### config.mk
export PLATFORM = sky130hd
export DESIGN_NAME = mux16_scan_ctrl
export DESIGN_NICKNAME = d
export VERILOG_FILES = /design/src/rtl/mux16_scan_ctrl.sv
export SDC_FILE = /design/constraint.sdc
export NUM_CORES = 1
export LEC_CHECK = 0
export ABC_AREA = 1
export CAP_MARGIN = 20
export CORE_ASPECT_RATIO = 0.7
export CORE_MARGIN = 2
export CORE_UTILIZATION = 54
export CTS_CLUSTER_DIAMETER = 40
export DETAILED_ROUTE_END_ITERATION = 6
export GPL_ROUTABILITY_DRIVEN = 0
export PLACE_DENSITY = 0.88
export SYNTH_ARGS = -nofsm -noshare
export SYNTH_HDL_FRONTEND = slang
export SYNTH_SLANG_ARGS = --single-unit
### constraint.sdc
create_clock -name clk -period 2.55 [get_ports clk]
set_input_delay 0.3825 -clock clk [delete_from_list [all_inputs] [get_ports clk]]
set_output_delay 0.3825 -clock clk [all_outputs]
set_load 0.03 [all_outputs]
### src/rtl/mux16_scan_ctrl.sv
// Scans a 2**SELW:1 mux by stepping sel from 0 to a latched last_sel, packing
// each sampled mux_op bit into out_data and presenting the word with valid/ready.
module mux16_scan_ctrl #(
  parameter int WIDTH = 16,
  parameter int SELW  = 4
) (
  input  logic            clk,
  input  logic            rst_n,
  input  logic            start,
  input  logic [SELW-1:0] last_sel,
  input  logic            mux_op,
  output logic [SELW-1:0] sel,
  output logic            busy,
  output logic [WIDTH-1:0] out_data,
  output logic [SELW:0]   ones_cnt,
  output logic            out_valid,
  input  logic            out_ready,
  output logic [1:0]      dbg_state
);

  // Handshake: a word transfers on a rising edge where out_valid && out_ready.
  // out_valid stays high and out_data/ones_cnt/sel stay frozen until then.
  typedef enum logic [1:0] {
    ST_IDLE = 2'd0,
    ST_SCAN = 2'd1,
    ST_HOLD = 2'd2
  } state_e;

  localparam logic [SELW:0] CNT_MAX = (SELW+1)'(WIDTH);

  state_e           state_q, state_d;
  logic [SELW-1:0]  sel_q, sel_d;
  logic [SELW-1:0]  last_q, last_d;
  logic [WIDTH-1:0] data_q, data_d;
  logic [SELW:0]    cnt_q, cnt_d;
  logic             settle_q, settle_d;
  logic             busy_q, busy_d;
  logic             valid_q, valid_d;
  logic             accept;

  always_comb begin
    state_d  = state_q;
    sel_d    = sel_q;
    last_d   = last_q;
    data_d   = data_q;
    cnt_d    = cnt_q;
    settle_d = settle_q;
    accept   = 1'b0;

    case (state_q)
      ST_IDLE: begin
        sel_d = '0;
        if (start) accept = 1'b1;
      end
      ST_SCAN: begin
        // The first SCAN cycle lets the mux settle after sel jumps back to 0.
        if (settle_q) begin
          settle_d = 1'b0;
        end else begin
          data_d[sel_q] = mux_op;
          if (mux_op && (cnt_q != CNT_MAX)) cnt_d = cnt_q + 1'b1;
          if (sel_q == last_q) state_d = ST_HOLD;
          else sel_d = sel_q + 1'b1;
        end
      end
      ST_HOLD: begin
        if (out_ready) begin
          if (start) begin
            accept = 1'b1;
          end else begin
            state_d = ST_IDLE;
            sel_d   = '0;
          end
        end
      end
      default: begin
        state_d = ST_IDLE;
        sel_d   = '0;
      end
    endcase

    if (accept) begin
      state_d  = ST_SCAN;
      last_d   = last_sel;
      data_d   = '0;
      cnt_d    = '0;
      sel_d    = '0;
      settle_d = 1'b1;
    end

    busy_d  = (state_d != ST_IDLE);
    valid_d = (state_d == ST_HOLD);
  end

  always_ff @(posedge clk or negedge rst_n) begin
    if (!rst_n) begin
      state_q  <= ST_IDLE;
      sel_q    <= '0;
      last_q   <= '0;
      data_q   <= '0;
      cnt_q    <= '0;
      settle_q <= 1'b0;
      busy_q   <= 1'b0;
      valid_q  <= 1'b0;
    end else begin
      state_q  <= state_d;
      sel_q    <= sel_d;
      last_q   <= last_d;
      data_q   <= data_d;
      cnt_q    <= cnt_d;
      settle_q <= settle_d;
      busy_q   <= busy_d;
      valid_q  <= valid_d;
    end
  end

  assign sel       = sel_q;
  assign busy      = busy_q;
  assign out_data  = data_q;
  assign ones_cnt  = cnt_q;
  assign out_valid = valid_q;
  assign dbg_state = state_q;

endmodule

==> impl_results.md <==
* Combinational power share at 48.2%
* Sequential area share after synthesis at 48.4%
* Warnings, synthesis at 0
* Placed cell area at 2150 um^2
* PortBufs at 37
* Post CTS Setup Buffer Count at 0
* Worst path max stage delay at 0.76 ns
* Critical Path AT at 1.68 ns
* Reg clk slew, reported paths at 0.07 ns
* DIE WIDTH at 72.2 um
* CTS tree: yes
* Setup_tns at 0 ns
* Synth Area in Adders at 4.27%
* H-tree depth at 2
* Crit-path max FO at 13
* Area occupied by registers at 851 um^2
* PwrDens at 1070 nW/um^2
* Die area at 3740 um^2
* Share of Yosys cell area claimed by the top area cell type at 48.4%
* Xor-xnor portion of the synthesized cell area at 0.996%
* Final setup vio count at 0
* Final worst slack at 0.486 ns
* Post-Syn Instances at 217
* Top_reg_cell synth: dfrtp_1
* Final Hold Slack at 0.496 ns
* Final Hold Viols at 0
* Hold Path Class: input port to asynchronous set/reset pin
* Fin. max-slew vios at 0
* Startpoint Class: register
* All-Layer GR Usage at 24.0%
* Die span in y at 51.7 um
* Clk root buf: clkbuf_8
* Kind of critical path: register to output pin
* Number of global-route vias before repair at 1,390
* Synth Area in Simple Gates at 30.3%
* CP delay by family, top: buffers and inverters
* Area of the mapped netlist at 1760 um^2
* IO Pins at 38
* Drt total wl at 3900 um
* Main combinational cell family by area after synthesis: simple AND/OR/NAND/NOR gates
* Compound-cell area share of the yosys netlist at 9.11%
* Peak VDD IR at 679 uV
* First-pass GRT wire length at 6660 um
* Final global-route overflow total at 0
* Largest net degree at the start of global routing at 35
* Dpl hpwl at 2750 um
* Max_cap viols at 0
* CTS Buffer Depth at 2
* Area leader, netlist: dfrtp_1
* Syn Area/Cell at 8.10 um^2
* Switching share of power at 45.6%
* Fmax achieved at 0.484 GHz
* Core ar. at 3130 um^2
* Clk Latency, worst-skew pair at 0.29 ns
* Hold_buf cts at 0
* Multi-input logic area at 786 um^2
* Initial Utilization at 56.2%
* DR DRC count at 0
* Antenna Nets Post-Route at 0
* Fin nets at 271
* Antenna diodes at 0
* Static Leak at 1.09 nW
* Sequential power share at 34.4%
* Final Skew at 0.00475 ns
* Status: completed
* Number of synthesized register bits at 34
* Switching power at 0.00110 W
* Crit-path slowest cell: clkdlybuf4s50_1
* Async SR Flop Fraction at 100%
* Row cnt at 17
* Synth area leaders: dfrtp_1, nand2_1, nor2_1
* Worst setup EP type: output pin
* Internal power at 0.00131 W
* Pre-CTS setup slack at 0.695 ns
* Clock share of power at 17.4%
* Power, Total at 0.00240 W
* Initial antenna violation count at 0
* Share of post-route cells with drive strength above 1 at 7.39%
* DR vias at 1,564
* Crit path buf inv count at 1
* Area grow syn2layout at 27.4%
* WP data required at 2.17 ns
* Tmin final at 2.06 ns
* Crit-path cells: clkdlybuf4s50_1
* Post-route cell area at 2240 um^2
* Count of cell types in the netlist at 22
* CTS sink cnt at 34
* Final critical-path share of the clock period at 80.9%
* Syn nets at 232
* Layout fillers at 254
* Post-cts repair resize count at 0
* First drt pass iteration count at 4
* Worst Tran Pin Value at 0.632 ns
* CTS buffer count at 5
* RSZ-0062 raised after global routing: no
* Wire per inst at 13.2 um
* Post-synth EDFFs at 0
* Mux share of post-synthesis cell area at 0%
* Initial drt markers at 76
* Vias per cell at 5.30
* Slew HR at 57.8%
layer usage:
| layer | wire, um | GRT usage (%) |
|---|---|---|
| met1 | 1830 | 32.1 |
| met2 | 1810 | 38.4 |
| met3 | 203 | 5.23 |
| met4 | 57 | 9.43 |
| met5 | 0 | 0 |
sequential cells by signal, summed over array words and instances (netlist names):
register	count
out_data	16
ones_cnt	5
last_q	4
sel	4
dbg_state	2
busy	1
out_valid	1
settle_q	1
power groups by stage:
stage               Combinational (W)  Clock (W)  Sequential [W]
floorplan                    0.000614          0         0.00100
global placement              0.00111          0        0.000823
detailed placement            0.00115          0        0.000833
CTS                           0.00116   0.000418        0.000826
global route                  0.00128   0.000448        0.000846
finish                        0.00116   0.000418        0.000826
final cells by class:
| type | instances | share of cell area (%) |
|---|---|---|
| multi-input combinational | 155 | 35.1 |
| tap | 38 | 2.12 |
| inverter | 21 | 3.52 |
| clock inverter | 1 | 0.223 |
| sequential | 34 | 38.0 |
| clock buffer | 7 | 3.85 |
| timing repair buffer | 39 | 17.2 |
path summary, 6_finish.rpt:
path,startpoint,slack [ns],cells past startpoint,endpoint
worst max register to register,sel[2]$_DFFE_PN0P_,0.89,10,sel[2]$_DFFE_PN0P_
worst min register to register,out_data[4]$_DFFE_PN0P_,0.53,2,out_data[4]$_DFFE_PN0P_
max in group asynchronous,rst_n,1.75,2,out_valid$_DFF_PN0_
worst max-delay path,sel[3]$_DFFE_PN0P_,0.49,1,sel[3]
worst min-delay path,rst_n,0.50,2,out_data[15]$_DFFE_PN0P_
min in group clk,out_data[4]$_DFFE_PN0P_,0.53,2,out_data[4]$_DFFE_PN0P_
worst reg2reg max path: cells and delay by family (launching register included):
kind          cells  cell delay (ns)
simple gates      9             0.84
flops             1             0.62
buf+inv           1             0.15
logic make-up (layout without fill, tap and decap cells):
family | after synthesis | count (layout)
xor+xnor | 2 | 2
flops | 34 | 34
buf+inv | 28 | 68
simple gates | 116 | 116
compound gates | 31 | 31
fa+ha+maj | 6 | 6
placed cells by master (no fill, tap or decap), types with 2 or more instances in the layout:
master / n
nand2_1: 50
clkdlybuf4s50_1: 37
dfrtp_1: 34
nor2_1: 32
nand3_1: 19
inv_1: 18
a21oi_1: 17
o21ai_0: 12
nand4_1: 7
ha_1: 6
clkbuf_8: 6
inv_2: 3
nand2_2: 2
nand4_2: 2
xor2_1: 2
o31ai_1: 2
buf_4: 2
stage by stage:
step,utilization [%],cells
after global placement,68.7,287
after detailed placement,68.7,287
final,71.6,295
after global routing,71.6,295
after CTS,71.6,295
after floorplan,-,217
Yosys cell counts, types with 2 or more instances:
cell and count:
o21ai_0 12, buf_2 4, nand2_1 50, nand4_2 2, ha_1 6, inv_1 18, nand3_1 19, o31ai_1 2
dfrtp_1 34, xor2_1 2, nor2_1 32, nand2_2 2, inv_2 3, a21oi_1 17, nand4_1 7
(Power assumes the default switching activity.)
